$ cat src/rtl/arima_diff.sv
// arima_diff: d-th order differencing stage feeding the ARMA core.
// Each accepted sample x[n] runs through a cascade t0 = x, tk = t(k-1) - hist[k-1],
// and the latest difference of every order is kept in hist so a downstream
// integrator can be seeded to undo the differencing bit-exactly.
// Optional feature macro: ARIMA_DIFF_SNAPSHOT_EN drives snap/snap_valid from the
// difference history; without it both are tied to zero and the ports remain.
// Handshake: a beat moves on a port in any cycle where valid && ready are both
// high at the rising edge; valid never depends on ready, and out_data/out_valid
// hold while out_valid && !out_ready.
module arima_diff #(
  parameter int DATA_W = 32,
  parameter int MAX_D  = 9
) (
  input  logic                           clk,
  input  logic                           rst_n,
  input  logic                           clear,
  input  logic [3:0]                     d_order,
  input  logic                           in_valid,
  output logic                           in_ready,
  input  logic signed [DATA_W-1:0]       in_data,
  output logic                           out_valid,
  input  logic                           out_ready,
  output logic signed [DATA_W-1:0]       out_data,
  output logic [MAX_D:0][DATA_W-1:0]     snap,
  output logic                           snap_valid,
  output logic                           dbg_state
);

  typedef enum logic {FILL = 1'b0, RUN = 1'b1} state_t;

  localparam logic [3:0] MAX_D_L = 4'(MAX_D);

  state_t                         state;
  logic [MAX_D:0][DATA_W-1:0]     hist;
  logic [MAX_D:0][DATA_W-1:0]     t;
  logic [DATA_W-1:0]              t_sel;
  logic [3:0]                     cnt;
  logic [3:0]                     d_lat;
  logic                           d_held;
  logic [3:0]                     d_cap;
  logic [3:0]                     d_eff;
  logic                           accept;
  logic                           fill_done;

  // Ready depends only on registered state and the consumer, never on in_data.
  assign in_ready  = !clear && (!out_valid || out_ready);
  assign accept    = in_valid && in_ready;
  assign dbg_state = state;

  // Order in force: the latched one once captured, otherwise the clamped request.
  always_comb begin
    d_cap = (d_order > MAX_D_L) ? MAX_D_L : d_order;
    d_eff = d_held ? d_lat : d_cap;
  end

  // Difference cascade on the incoming sample against the previous history.
  always_comb begin
    t     = '0;
    t[0]  = in_data;
    for (int k = 1; k <= MAX_D; k++) begin
      t[k] = t[k-1] - hist[k-1];
    end
    t_sel = '0;
    for (int k = 0; k <= MAX_D; k++) begin
      if (k == int'(d_eff)) t_sel = t[k];
    end
  end

  // The history is complete once cnt reaches the order; that accept emits first.
  assign fill_done = (cnt == d_eff);

  // Control FSM, history registers and the output register.
  always_ff @(posedge clk or negedge rst_n) begin
    if (!rst_n) begin
      state     <= FILL;
      hist      <= '0;
      cnt       <= '0;
      d_lat     <= '0;
      d_held    <= 1'b0;
      out_valid <= 1'b0;
      out_data  <= '0;
    end else if (clear) begin
      state     <= FILL;
      hist      <= '0;
      cnt       <= '0;
      d_lat     <= '0;
      d_held    <= 1'b0;
      out_valid <= 1'b0;
      out_data  <= '0;
    end else if (accept) begin
      d_held <= 1'b1;
      d_lat  <= d_eff;
      for (int k = 0; k <= MAX_D; k++) begin
        if (k <= int'(d_eff)) hist[k] <= t[k];
      end
      case (state)
        FILL: begin
          if (fill_done) begin
            out_valid <= 1'b1;
            out_data  <= t_sel;
            state     <= RUN;
          end else begin
            cnt <= cnt + 4'd1;
            if (out_ready) out_valid <= 1'b0;
          end
        end
        RUN: begin
          out_valid <= 1'b1;
          out_data  <= t_sel;
        end
        default: state <= FILL;
      endcase
    end else if (out_ready) begin
      out_valid <= 1'b0;
    end
  end

`ifdef ARIMA_DIFF_SNAPSHOT_EN
  logic snap_pulse;

  // One-cycle pulse after the edge that completes the history.
  always_ff @(posedge clk or negedge rst_n) begin
    if (!rst_n) begin
      snap_pulse <= 1'b0;
    end else if (clear) begin
      snap_pulse <= 1'b0;
    end else begin
      snap_pulse <= accept && (state == FILL) && fill_done;
    end
  end

  assign snap       = hist;
  assign snap_valid = snap_pulse;
`else
  assign snap       = '0;
  assign snap_valid = 1'b0;
`endif

endmodule

$ cat config.mk
export PLATFORM = sky130hd
export DESIGN_NAME = arima_diff
export DESIGN_NICKNAME = d
export VERILOG_FILES = /design/src/rtl/arima_diff.sv
export SDC_FILE = /design/constraint.sdc
export NUM_CORES = 1
export LEC_CHECK = 0
export CAP_MARGIN = 15
export CORE_UTILIZATION = 55
export DETAILED_ROUTE_END_ITERATION = 10
export PLACE_DENSITY_LB_ADDON = 0.3
export REMOVE_ABC_BUFFERS = 1
export SLEW_MARGIN = 20
export SYNTH_ARGS = -nofsm -noshare
export SYNTH_HDL_FRONTEND = slang
export SYNTH_SLANG_ARGS = --single-unit
export TNS_END_PERCENT = 30
$ cat constraint.sdc
create_clock -name clk -period 29.6 [get_ports clk]
set_input_delay 5.92 -clock clk [delete_from_list [all_inputs] [get_ports clk]]
set_output_delay 5.92 -clock clk [all_outputs]
set_load 0.02 [all_outputs]
==> results of run 1 <==
[final timing paths]
kind / cells past startpoint / slack [ns] / to / from
setup / recovery: 66 / 8.63 / out_data[31] / in_data[0]
hold / removal: 2 / 0.47 / hist[195] / hist[195]
setup reg to reg: 64 / 14.12 / out_data[31] / hist[0]
hold reg to reg: 2 / 0.47 / hist[195] / hist[195]
max in group asynchronous: 2 / 22.78 / hist[60] / rst_n
min in group asynchronous: 1 / 5.34 / out_data[3] / rst_n
[worst min-delay path, stage by stage (launching register included)]
cell	delay, ns
dfrtp_1	0.34
nand2_1	0.05
nand2_1	0.05
[cell type report]
class | count | area share
Timing Repair Buffer | 123 | 0.0338
Tap cell | 756 | 0.0284
Sequential cell | 331 | 0.248
Multi-Input combinational cell | 3033 | 0.605
Clock inverter | 13 | 0.00315
Antenna cell | 1 | 0.0000751
Clock buffer | 65 | 0.0369
Inverter | 392 | 0.0441
[stage by stage]
step | cell area, sq um | std cells | setup slack [ns] | utilization | hold slack, ns
after global routing | 33300 | 4714 | 7.66 | 0.590 | 0.487
final | 33300 | 4714 | 8.63 | 0.590 | 0.466
after detailed placement | 32000 | 4634 | 8.31 | 0.566 | 0.459
after floorplan | 29800 | 3756 | 11.15 | - | 0.439
after CTS | 33300 | 4712 | 8.88 | 0.590 | 0.472
after global placement | 32000 | 4634 | 8.35 | 0.566 | 0.449
[logic make-up after synthesis]
kind of cell	share of synthesized area
buffers and inverters	0.140
DFF	0.263
muxes	0.00837
AOI/OAI and AO/OA	0.268
and+or+nand+nor	0.130
adders and majority gates	0.117
other	0.000119
xor gates and xnor gates	0.0745
[layer usage]
metal	vias up	GRT usage	wire (um)
met5	-	0	0
met4	0	0.0987	2690
met3	156	0.0390	6140
met2	960	0.480	40000
met1	12900	0.398	38700
li1	13200	-	-
[layout by cell type, fill, tap and decap left out, types with 44 or more instances in the layout]
cell type / instances
xor2_1: 66
buf_4: 48
clkbuf_16: 44
clkdlybuf4s50_1: 73
dfrtp_1: 331
nor2_1: 199
o31ai_1: 125
a22o_1: 135
nand3_1: 91
xnor2_1: 180
nor3_1: 52
o21bai_1: 45
inv_1: 389
conb_1: 321
a21oi_1: 312
ha_1: 280
nand2_1: 363
o21ai_0: 181
a21o_1: 107
[state kept, by name, indices dropped and copies added (netlist names)]
signal and count:
d_lat 4, dbg_state 1, out_valid 1, hist 288
d_held 1, out_data 32, cnt 4
==> impl_results.md, run 1 <==
- Syn avg cell area: 8.10 sq um
- CP Max Fanout: 6
- Startpoint class of the critical path: input pin
- Netlist cell types: 98
- Drt pass-1 iters: 6
- Via count: 27,200
- Die area: 58,300 sq um
- Syn Inst Count: 3,897
- Post-synth top cells: 390 x inv_1, 363 x nand2_1, 331 x dfrtp_1, 321 x buf_4, 313 x a21oi_1
- Max frequency: 0.0477 GHz
- Crit path buf inv count: 3
- Outcome: finished, final reports clean
- Worst Path Arrival: 21.44 ns
- Clock-pin slew on the worst setup and hold paths: ~0.060 ns
- Register area: 8280 sq um
- Nets: 4,254
- I/O pin total: 397
- Root Buffer: clkbuf_16
- Post-cts hold buffer count: 0
- Num CTS Buffers: 43
- CTS max path bufs: 3
- Vias per cell: roughly 5.8
- CP most frequent cell: ha_1
- DRC Markers: 0
- Final GP Congestion: ~0.9
- Slew HR: 0.170
- Mapped Area: roughly 32,000 sq um
- Final period utilization: 0.708
- Least-Margin Pin Slew: 1.24 ns
- Final setup TNS: 0 ns
- Vias in the first global route: approximately 25,000
- CP peak stage delay: 0.54 ns
- Hold Path Class: reg2reg
- Horiz. Die Dim: 242 um
- Area Overhead vs Synth: 5.65%
- Worst path required time: between 30 and 40 ns
- Final min period: ~21 ns
- Sequential area share after synthesis: 0.263
- Grt ovf: 0
- I/O Buffers: 75
- Routed length per instance: 18.6 um
- Core Region: 56,500 sq um
- Postcts setup bufs: 0
- Post-synth top area cell: dfrtp_1
- First-pass GRT wire length: roughly 140 mm
- Largest net degree at the start of global routing: 104
- Resized Gates After CTS: 0
- Slew Viols, Final: 0
- Number of flops mapped to enable cells by yosys: 0
- # H-tree levels: 2
- FILL cells: a little over 5,000
- Final hold vios: 0
- FFs w/ async S/R, synth: 1.00
- Critical path's slowest cell: or4b_1
- Row count: 87
- Clock sinks: 331
- CTS tree: yes
- Skew-Pair Late Insertion Delay: 0.59 ns
- Top_reg_cell synth: dfrtp_1
- Count of antenna-violating nets left after detailed routing: 0
- DIE HEIGHT: 242 um
- Footprint of the multi-input gates: 20,200 sq um
- Max-cap viol count: 0
- WS Path Type: in2reg
- DP Wirelength: 65.3 mm
- Initial Util: 0.558
- Clk_skew: 0.0264 ns
- CP top delay family: compound AO/OA/AOI/OAI gates
- Most numerous cell in the Yosys netlist: inv_1
- Top cells by area, synth: dfrtp_1 26%, ha_1 11%, buf_4 7.6%, xnor2_1 5.0%, a21oi_1 5.0%
- Post-synth top area share: 0.263
- Setup violations, final: 0
- Initial antenna violation count: 1
- Gr usage total: 0.293
- Synthesized flop and latch total: 331
- Warnings from Yosys: 0
- First DRT Iteration DRCs: 2,107
- RSZ-0062 raised after global routing: false
- Post-Route WL: roughly 88 mm
- Layout cells sized above 1: 0.0475
- Crit. End Element: flip-flop
Power of run 1 is left out: the tool's default activity adds up to more than one toggle a clock period on the data nets, which glitch-free logic cannot reach.
==> run 2: changes to the inputs <==
- CORE_UTILIZATION: 55 -> 52
- clock period: 29.6 -> 18.3 ns (I/O delays scaled with it)
==> impl_results.md, run 2 (synthesis results as in run 1) <==
- Outcome: finished, final reports clean (unchanged)
- Routed length per instance: 18.7 um (was 18.6 um)
- Final GP Congestion: 0.930 (was 0.926)
- I/O pin total: 397 (unchanged)
- Crit. End Element: flip-flop (unchanged)
- Clock sinks: 331 (unchanged)
- Post-Route WL: 88.7 mm (was 87.6 mm)
- Largest net degree at the start of global routing: 140 (was 104)
- Grt ovf: 0 (unchanged)
- R2R depth: 66 (was 64)
- Worst Path Arrival: 17.94 ns (was 21.44 ns)
- Final non-filler cell area: 33,800 sq um (was 33,300 sq um)
- Clk_skew: 0.0197 ns (was 0.0264 ns)
- Nets: 4,281 (was 4,254)
- WS Path Type: in2reg (unchanged)
- FILL cells: 5,559 (was 5,179)
- Root Buffer: clkbuf_16 (unchanged)
- Gr usage total: 0.285 (was 0.293)
- Via count: 27,300 (was 27,200)
- Critical path's slowest cell: or4b_1 (unchanged)
- Final period utilization: 0.955
- Horiz. Die Dim: 248 um (was 242 um)
- # H-tree levels: 2 (unchanged)
- Worst path required time: 18.77 ns (was 30.07 ns)
- Final setup TNS: 0 ns (unchanged)
- CTS max path bufs: 3 (unchanged)
- Placed Area: 32,200 sq um (was 32,000 sq um)
- Least-Margin Pin Slew: 1.20 ns (was 1.24 ns)
- Slew Viols, Final: 0 (unchanged)
- DRC Markers: 0 (unchanged)
- Drt pass-1 iters: 6 (unchanged)
- DP Wirelength: 66.3 mm (was 65.3 mm)
- Count of antenna-violating nets left after detailed routing: 0 (unchanged)
- Startpoint class of the critical path: input pin (unchanged)
- Hold Path Stages: 2 (unchanged)
- First DRT Iteration DRCs: 2,306 (was 2,107)
- Slew HR: 0.197 (was 0.170)
- Area Overhead vs Synth: 7.05% (was 5.65%)
- Final min period: around 17 ns
- Row count: 89 (was 87)
- Final hold vios: 0 (unchanged)
- Num CTS Buffers: 42 (was 43)
- Hold Path Class: reg2reg (unchanged)
- Setup violations, final: 0 (unchanged)
- Max-cap viol count: 0 (unchanged)
- Register name with the most flops: hist (unchanged)
- Max frequency: 0.0572 GHz
- Skew-Pair Late Insertion Delay: 0.58 ns (was 0.59 ns)
- DIE HEIGHT: 248 um (was 242 um)
- I/O Buffers: 75 (unchanged)
- Vias per cell: 5.74 (was 5.77)
- First-pass GRT wire length: 138 mm (was 137 mm)
- Layout cells sized above 1: 0.0618 (was 0.0475)
- Core Region: 59,500 sq um (was 56,500 sq um)
- CP Max Fanout: 6 (unchanged)
- Vias in the first global route: 25,500 (was 25,200)
- Initial Util: 0.531 (was 0.558)
- Most common cell after layout, fill and taps aside: inv_1 (unchanged)
- Die area: 61,700 sq um (was 58,300 sq um)
- Largest regs: hist: 288 flops, out_data: 32 flops (unchanged)
- CP peak stage delay: 0.55 ns (was 0.54 ns)
- CTS tree: yes (unchanged)
- Clock-pin slew on the worst setup and hold paths: 0.06 ns (about the same)
- Largest register FFs: 288 (unchanged)
- Initial antenna violation count: 1 (unchanged)
- Most frequent cells in the layout: 389 x inv_1, 363 x nand2_1, 331 x dfrtp_1 (unchanged)
run 2: what timing repair did:
action                                 in CTS  in global routing
endpoints found under the hold margin       0                  0
setup endpoints to repair                   0                  6
resized for setup                           0                 33
hold buffers                                0                  0
buffers inserted                            0                  7
run 2: worst max-delay path, delay by kind of cell:
family / cells / cell delay (ns)
AND/OR/NAND/NOR: 16 / 2.78
AO/OA/AOI/OAI: 30 / 5.90
XOR/XNOR: 10 / 1.95
buffers and inverters: 2 / 0.51
adder cells (fa/ha/maj): 10 / 3.14
run 2: metrics by stage:
step | utilization | cells | hold WS [ns] | setup WS [ns]
after global placement | 0.541 | 4672 | 0.449 | 0.163
after global routing | 0.568 | 4755 | 0.503 | -0.120
after detailed placement | 0.541 | 4672 | 0.455 | -0.137
after CTS | 0.564 | 4747 | 0.468 | 0.427
final | 0.568 | 4756 | 0.464 | 0.823
after floorplan | - | 3756 | 0.439 | 2.11
run 2: path summary, 6_finish.rpt:
kind | slack, ns | end | startpoint
max | 0.82 | out_data[31] | in_data[0]
min | 0.46 | hist[99] | hist[99]
max reg2reg | 4.06 | out_data[31] | hist[0]
min reg2reg | 0.46 | hist[99] | hist[99]
max in group asynchronous | 13.86 | hist[119] | rst_n
min in group asynchronous | 3.11 | hist[258] | rst_n
run 2: layout make-up:
type,count,area [sq um],area share
Antenna cell,1,2.50,0.0000741
Clock buffer,68,1320,0.0391
Clock inverter,7,63.8,0.00189
Inverter,392,1470,0.0436
Multi-Input combinational cell,3033,20300,0.602
Sequential cell,331,8280,0.245
Tap cell,773,967,0.0286
Timing Repair Buffer,151,1350,0.0399
run 2: routing by layer:
metal,part of all wire,track usage,vias up,routed length (um)
met3,0.068,0.0367,197,6060
met2,0.45,0.456,953,40000
li1,-,-,13300,-
met1,0.44,0.386,12900,38800
met5,0,0,-,0
met4,0.043,0.124,0,3830
Power of run 2 is left out for the same reason.
